`config.mk`:
```
export PLATFORM = sky130hd
export DESIGN_NAME = data_mem_handler
export DESIGN_NICKNAME = d
export VERILOG_FILES = /design/src/rtl/data_mem_handler.sv
export SDC_FILE = /design/constraint.sdc
export NUM_CORES = 1
export LEC_CHECK = 0
export ABC_AREA = 1
export CAP_MARGIN = 15
export CORE_MARGIN = 2
export CORE_UTILIZATION = 40
export CTS_BUF_LIST = sky130_fd_sc_hd__clkbuf_2
export DETAILED_ROUTE_END_ITERATION = 16
export GPL_ROUTABILITY_DRIVEN = 0
export HOLD_SLACK_MARGIN = 0.1
export PLACE_DENSITY = 0.74
export SETUP_SLACK_MARGIN = 0.2
export SYNTH_ARGS = -nofsm -noshare
export SYNTH_HDL_FRONTEND = slang
export SYNTH_SLANG_ARGS = --single-unit
export TNS_END_PERCENT = 1
```
`constraint.sdc`:
```
create_clock -name clk -period 7.09 [get_ports clk]
set_clock_uncertainty 0.1 [all_clocks]
set_input_delay 1.418 -clock clk [delete_from_list [all_inputs] [get_ports clk]]
set_output_delay 1.418 -clock clk [all_outputs]
set_load 0.05 [all_outputs]
```
`src/rtl/data_mem_handler.sv`:
```
// Load/store bus handler: one bus transaction per memory instruction, stalls the pipeline until done.
// Optional MISALIGN_TRAP_EN: misaligned LW/SW complete immediately with bus_err and no bus request.
module data_mem_handler #(
  parameter int unsigned TIMEOUT_CYCLES = 255,
  parameter int unsigned ADDR_W         = 32
) (
  input  logic              clk,
  input  logic              rst,
  input  logic              read_mem,
  input  logic              write_mem,
  input  logic              load_byte,
  input  logic              store_byte,
  input  logic [ADDR_W-1:0] address,
  input  logic [31:0]       store_data,
  output logic [31:0]       load_data,
  output logic              stall,
  output logic              done,
  output logic              bus_err,
  output logic              bus_req,
  output logic              bus_we,
  output logic [ADDR_W-1:0] bus_addr,
  output logic [31:0]       bus_wdata,
  output logic [3:0]        bus_sel,
  input  logic              bus_ack,
  input  logic [31:0]       bus_rdata
);

  localparam int unsigned     CNT_W    = (TIMEOUT_CYCLES > 1) ? $clog2(TIMEOUT_CYCLES) : 1;
  localparam logic [CNT_W-1:0] CNT_LAST = CNT_W'(TIMEOUT_CYCLES - 1);

  typedef enum logic [1:0] {IDLE, BUSY, DONE} state_t;

  state_t             state_q, state_d;
  logic [CNT_W-1:0]   cnt_q, cnt_d;
  logic               is_write_q, is_write_d;
  logic               is_byte_q, is_byte_d;
  logic [1:0]         lane_q, lane_d;
  logic               err_q, err_d;
  logic [31:0]        load_data_q, load_data_d;
  logic               bus_req_q, bus_req_d;
  logic               bus_we_q, bus_we_d;
  logic [ADDR_W-1:0]  bus_addr_q, bus_addr_d;
  logic [31:0]        bus_wdata_q, bus_wdata_d;
  logic [3:0]         bus_sel_q, bus_sel_d;

  logic       req;
  logic       req_byte;
  logic       misalign;
  logic       timeout_hit;
  logic [7:0] rd_byte;

  assign req         = read_mem | write_mem;
  // Write wins when both decode outputs are high, so byte-ness follows the store flag.
  assign req_byte    = write_mem ? store_byte : load_byte;
`ifdef MISALIGN_TRAP_EN
  assign misalign    = !req_byte && (address[1:0] != 2'b00);
`else
  assign misalign    = 1'b0;
`endif
  assign timeout_hit = (cnt_q == CNT_LAST);
  assign rd_byte     = bus_rdata[8*lane_q +: 8];

  always_ff @(posedge clk or posedge rst) begin
    if (rst) state_q <= IDLE;
    else     state_q <= state_d;
  end

  always_comb begin
    state_d = state_q;
    unique case (state_q)
      IDLE:    if (req) state_d = misalign ? DONE : BUSY;
      BUSY:    if (bus_ack || timeout_hit) state_d = DONE;
      DONE:    state_d = IDLE;
      default: state_d = IDLE;
    endcase
  end

  always_comb begin
    stall   = ((state_q == IDLE) && req) || (state_q == BUSY);
    done    = (state_q == DONE);
    bus_err = (state_q == DONE) && err_q;
  end

  always_comb begin
    cnt_d       = cnt_q;
    is_write_d  = is_write_q;
    is_byte_d   = is_byte_q;
    lane_d      = lane_q;
    err_d       = err_q;
    load_data_d = load_data_q;
    bus_req_d   = bus_req_q;
    bus_we_d    = bus_we_q;
    bus_addr_d  = bus_addr_q;
    bus_wdata_d = bus_wdata_q;
    bus_sel_d   = bus_sel_q;
    unique case (state_q)
      IDLE: begin
        cnt_d = '0;
        err_d = 1'b0;
        if (req) begin
          is_write_d = write_mem;
          is_byte_d  = req_byte;
          lane_d     = address[1:0];
          if (misalign) begin
            err_d       = 1'b1;
            load_data_d = '0;
          end else begin
            bus_req_d   = 1'b1;
            bus_we_d    = write_mem;
            bus_addr_d  = {address[ADDR_W-1:2], 2'b00};
            bus_sel_d   = (write_mem && store_byte) ? (4'b0001 << address[1:0]) : 4'b1111;
            bus_wdata_d = (write_mem && store_byte) ? {4{store_data[7:0]}} : store_data;
          end
        end
      end
      BUSY: begin
        cnt_d = cnt_q + 1'b1;
        if (bus_ack || timeout_hit) begin
          bus_req_d   = 1'b0;
          bus_we_d    = 1'b0;
          bus_addr_d  = '0;
          bus_wdata_d = '0;
          bus_sel_d   = '0;
          if (bus_ack) begin
            err_d = 1'b0;
            if (!is_write_q)
              load_data_d = is_byte_q ? {{24{rd_byte[7]}}, rd_byte} : bus_rdata;
          end else begin
            err_d       = 1'b1;
            load_data_d = '0;
          end
        end
      end
      DONE:    cnt_d = '0;
      default: cnt_d = '0;
    endcase
  end

  always_ff @(posedge clk or posedge rst) begin
    if (rst) begin
      cnt_q       <= '0;
      is_write_q  <= 1'b0;
      is_byte_q   <= 1'b0;
      lane_q      <= '0;
      err_q       <= 1'b0;
      load_data_q <= '0;
      bus_req_q   <= 1'b0;
      bus_we_q    <= 1'b0;
      bus_addr_q  <= '0;
      bus_wdata_q <= '0;
      bus_sel_q   <= '0;
    end else begin
      cnt_q       <= cnt_d;
      is_write_q  <= is_write_d;
      is_byte_q   <= is_byte_d;
      lane_q      <= lane_d;
      err_q       <= err_d;
      load_data_q <= load_data_d;
      bus_req_q   <= bus_req_d;
      bus_we_q    <= bus_we_d;
      bus_addr_q  <= bus_addr_d;
      bus_wdata_q <= bus_wdata_d;
      bus_sel_q   <= bus_sel_d;
    end
  end

  assign load_data = load_data_q;
  assign bus_req   = bus_req_q;
  assign bus_we    = bus_we_q;
  assign bus_addr  = bus_addr_q;
  assign bus_wdata = bus_wdata_q;
  assign bus_sel   = bus_sel_q;

endmodule

```
; ---- Yosys cells after proc, flatten, opt, wreduce, memory -nomap -nowiden
; Cells that the tools add are included.
[totals]
register_bits = 117
latchBits = 0
ram_bits = 0
rom_bits = 0
memories = 0
[classes]
n_addsub = 1
n_mul = 0
div = 0
n_lt_le_gt_ge = 0
eq_ne = 6
shift = 2
mux = 26
bitwise_logic = 1
reduce_logical = 12
[ops]
columns = op, count
row1 = $mux 32, 7
row2 = $pmux 32 s2, 2
row3 = $shiftx 32x6->8, 1
row4 = $mux 4, 3
row5 = $add 8x1->8 const B, 1
row6 = $eq 8x8->1 const B, 1
row7 = $mux 8, 1
row8 = $pmux 4 s2, 1
row9 = $mux 1, 6
row10 = $ne 2x2->1 const B, 3
row11 = $pmux 1 s2, 3
row12 = $reduce_and 2->1, 3
row13 = $reduce_and 3->1, 2
row14 = $mux 2, 2
row15 = $pmux 2 s2, 1
row16 = $shl 1x2->4 const A, 1
row17 = $logic_and 1x1->1, 3
row18 = $eq 2x1->1 const B, 1
row19 = $eq 2x2->1 const B, 1
row20 = $logic_not 2->1, 1
row21 = $logic_or 1x1->1, 2
row22 = $reduce_bool 2->1, 1
row23 = $or 1x1->1, 1

; ---- Logic depth before layout (Yosys ltp)
[logic_depth]
word_depth = 4
mapped_depth = 11
ltp_nobuf = 10

; ---- Worst setup path after synthesis
; Ideal clock, no wire load.
[synth_timing]
kind = input -> output
startpoint = input port write_mem
endpoint = output port stall
t_arrival_ns = 2.260
slack_ns = 3.312
cell_stages = 4
path_buffers = 2
path_cell_list = o21ai_2 buf_4 buf_4 nand2_1
[synth_via]
elab_chain_len = 3
[synth_rtl]
columns = item, line_no
row1 = from (decl), 10  ; input logic write_mem,
row2 = $or 1x1->1, 52  ; assign req = read_mem | write_mem;
row3 = $logic_and 1x1->1, 79  ; stall = ((state_q == IDLE) && req) || (state_q == BUSY);
row4 = $logic_or 1x1->1, 79
row5 = to (decl), 16  ; output logic stall,
; Every way passes these cells.

; ---- Worst setup path after layout
; Ends and elaborated chain as after synthesis.

==> flow_metrics.tcl <==
set metrics [dict create \
    power_per_cell_area_mw_per_mm2 504 \
    detail_route.first_pass.iterations 5 \
    cts.hold.buffers_added 0 \
    number_of_antenna_violations_at_the_first_check_in_global_routing 0 \
    worst_setup_path_startpoint "write_mem" \
    clock_power_share_pct 14.9 \
    tritoncts "yes" \
    floorplan_core_area_mm2 0.0132 \
    clock-root-buffer "sky130_fd_sc_hd__clkbuf_2" \
    worst_flop_to_flop_path_startpoint "state_q[0]" \
    synth-edff-count 0 \
    antennaDiodeCount 0 \
    cts-buffers-inserted 17 \
    worst_r2r_endpoint "bus_sel[3]" \
    cp_cell_sequence "clkdlybuf4s50_1 > o21ai_4 > nand2_1 > clkdlybuf4s50_1" \
    timing.final.max_slew_violations 0 \
    flop_and_latch_count_out_of_synthesis 115 \
    fp.dieH_um 120 \
    largest_net_degree_at_the_start_of_global_routing 78 \
    cap_violations 0 \
    final_setup_violating_endpoints 0 \
    swShare_pct 50.3 \
    max-slew-margin-rel_pct 27.7 \
    io_pins 208 \
    status "finished, final reports clean" \
    cts_resized 0 \
    leading_register_cell_type_out_of_synthesis "sky130_fd_sc_hd__dfrtp_1" \
    layout_worst_path_cycle_share_pct 63.7 \
    synth.avg_cell_area_um2 7.78 \
    net_count_final 987 \
    leakagePower_nw 3.99 \
    placement.io_buffers 205 \
    die_width_um 120 \
    crit_path_start_kind "input port" \
    post-route-min-period_ns 4.52 \
    critical_path.max_fanout 4 \
    actual_transition_at_the_worst_max_transition_pin_ns 1.08 \
    yosysSeqAreaShare_pct 53.7 \
    cts.sinks 115 \
    drt-vias-per-instance 4.79 \
    drive_above_1_share_pct 6.60 \
    fp.dieArea_mm2 0.0143 \
    grt_pass1_wl_um 24600 \
    cp_data_required_time_ns 5.57 \
    post_dp_cell_area_mm2 0.00745 \
    critical_path_class "in2out" \
    design_power_total_mw 3.92 \
    r2r_setup_slack_ns 4.53 \
    critical_path_arrival_ns 3.00 \
    layout.cells.most_common "sky130_fd_sc_hd__nand2_1" \
    power.share.combinational_pct 57.5 \
    critical_path.most_common_cell "sky130_fd_sc_hd__clkdlybuf4s50_1" \
    net_switching_component_of_the_power_mw 1.97 \
    synthesis.area_mm2 0.00536 \
    fmax_ghz 0.221 \
    synthesis.yosys.warnings 0 \
    globalRouteTotalUtil_pct 21.9 \
    synth.distinct_cells 31 \
    clkLatencyLatePin_ns 0.69 \
    drt_drc_violations_left 0 \
    timing.hold.worst.class "reg2reg" \
    drt.antenna.violating_nets 0 \
    seq_power_share_pct 27.6 \
    ys_async_sr_fraction_pct 100 \
    syn_inst 689 \
    worstRegToRegCells 6 \
    clock_tree.htree_level_count 4 \
    fin_setup_tns_ns 0 \
    syn_to_final_growth_pct 45.1 \
    maximum_vdd_ir_drop_v 0.000285 \
    power.internal_mw 1.95 \
    crit_path_max_incr_delay_ns 0.79 \
    clk_pin_slew_worst_paths_ns 0.15 \
    mostFrequentLayoutCells "sky130_fd_sc_hd__nand2_1 (377), sky130_fd_sc_hd__clkdlybuf4s50_1 (205), sky130_fd_sc_hd__dfrtp_1 (115), sky130_fd_sc_hd__nand3_1 (78), sky130_fd_sc_hd__clkbuf_2 (18)" \
    detailroute.via_count 5121 \
    hold_violations 0 \
    first_global_vias 4892 \
    hold_path.startpoint "bus_req" \
    cts_setup_buffers 0 \
    setup_repair_after_global_routing_missed_its_margin "no" \
    rows 42 \
    initialDrtViolationCount 374 \
    crit_path_end "stall" \
    route.detailed.wl_per_inst_um 14.4 \
    totalWireLength_um 15400 \
    overflow 0 \
    hpwl_um 10500 \
    cp-end-kind "output port" \
    stdcell_area_mm2 0.00778 \
    timing.critical_path.slowest_stage_cell "sky130_fd_sc_hd__clkdlybuf4s50_1" \
    start_util_pct 40.6 \
    clock_tree.buffer_depth 2 \
]
==> cells in the mapped netlist (2+ instances only) <==
cell type / instances / area, µm²
sky130_fd_sc_hd__or2_2: 5 / 31.3
sky130_fd_sc_hd__dfrtp_1: 115 / 2880
sky130_fd_sc_hd__o21ai_0: 4 / 20.0
sky130_fd_sc_hd__buf_6: 4 / 45.0
sky130_fd_sc_hd__nand2_2: 5 / 31.3
sky130_fd_sc_hd__nand4_1: 6 / 37.5
sky130_fd_sc_hd__buf_4: 12 / 90.1
sky130_fd_sc_hd__clkbuf_1: 8 / 30.0
sky130_fd_sc_hd__inv_2: 7 / 26.3
sky130_fd_sc_hd__nor2_2: 3 / 18.8
sky130_fd_sc_hd__nand2_1: 377 / 1420
sky130_fd_sc_hd__a31oi_1: 2 / 12.5
sky130_fd_sc_hd__buf_2: 12 / 60.1
sky130_fd_sc_hd__nand3_1: 78 / 390
sky130_fd_sc_hd__nor2_1: 10 / 37.5
sky130_fd_sc_hd__nor3_1: 3 / 15.0
sky130_fd_sc_hd__a21oi_1: 6 / 30.0
sky130_fd_sc_hd__ha_1: 2 / 25.0
sky130_fd_sc_hd__inv_1: 18 / 67.6
==> routing by layer <==
metal / up-vias / global-route usage (%) / wire [µm]
li1: 2542 / - / -
met1: 2357 / 28.5 / 6630
met2: 204 / 33.3 / 7050
met3: 18 / 8.84 / 1450
met4: 0 / 7.21 / 258
met5: - / 0 / 0
==> worst max-delay path, delay by kind of cell <==
kind	cells	cell delay [ns]
simple gates	1	0.06
buf+inv	2	1.42
compound gates	1	0.10
==> how the worst min path moves through the flow <==
| stage | endpoint | slack [ns] | depth (start not counted) |
|---|---|---|---|
| 2_1_floorplan | cnt_q[0] | 0.35 | 1 |
| 3_3_place_gp | bus_req | 0.36 | 2 |
| 3_5_place_dp | bus_req | 0.36 | 2 |
| 4_1_cts | bus_req | 0.40 | 2 |
| 5_1_grt | load_data[17] | 0.42 | 2 |
| 6_report | bus_req | 0.39 | 2 |
==> cell families (layout without fill, tap and decap cells) <==
logic type                 count (synthesis)  after routing  share of synthesized area (%)
adders and majority gates                  2              2                          0.467
xor gates and xnor gates                   1              1                          0.163
DFF                                      115            115                           53.7
other                                      1              2                         0.0700
AOI/OAI and AO/OA                         15             15                           1.63
and+or+nand+nor                          493            493                           38.0
buffers and inverters                     62            266                           6.02
==> cell type report <==
type	instances	area, µm²
inverter	26	100
clock buffer	18	90.1
multi-input combinational	513	2170
clock inverter	13	238
timing repair buffer	209	2080
sequential	115	2880
tap	176	220
fill	1226	5410
==> stage by stage <==
stage               util (%)  hold slack, ns  setup WS, ns  instances
floorplan                  -           0.355          2.53        690
global placement        56.5           0.357          2.57       1039
detailed placement      56.5           0.363          2.56       1039
CTS                     59.0           0.397          2.56       1070
global route            59.0           0.423          2.53       1070
finish                  59.0           0.393          2.57       1070
==> flip-flops by register name, indices dropped and copies added (netlist names) <==
register,flops
load_data,32
cnt_q,8
is_write_q,1
bus_addr,30
bus_sel,4
lane_q,2
bus_req,1
err_q,1
is_byte_q,1
state_q,2
bus_we,1
bus_wdata,32
==> power groups by stage <==
stage / sequential [mW] / combinational [mW] / clock [mW]
3_5_place_dp: 1.09 / 2.27 / 0
3_3_place_gp: 1.08 / 2.25 / 0
5_1_grt: 1.11 / 2.41 / 0.633
6_report: 1.08 / 2.25 / 0.584
4_1_cts: 1.08 / 2.27 / 0.598
2_1_floorplan: 1.92 / 0.720 / 0
No activity file was read; power rests on OpenSTA's default activity.
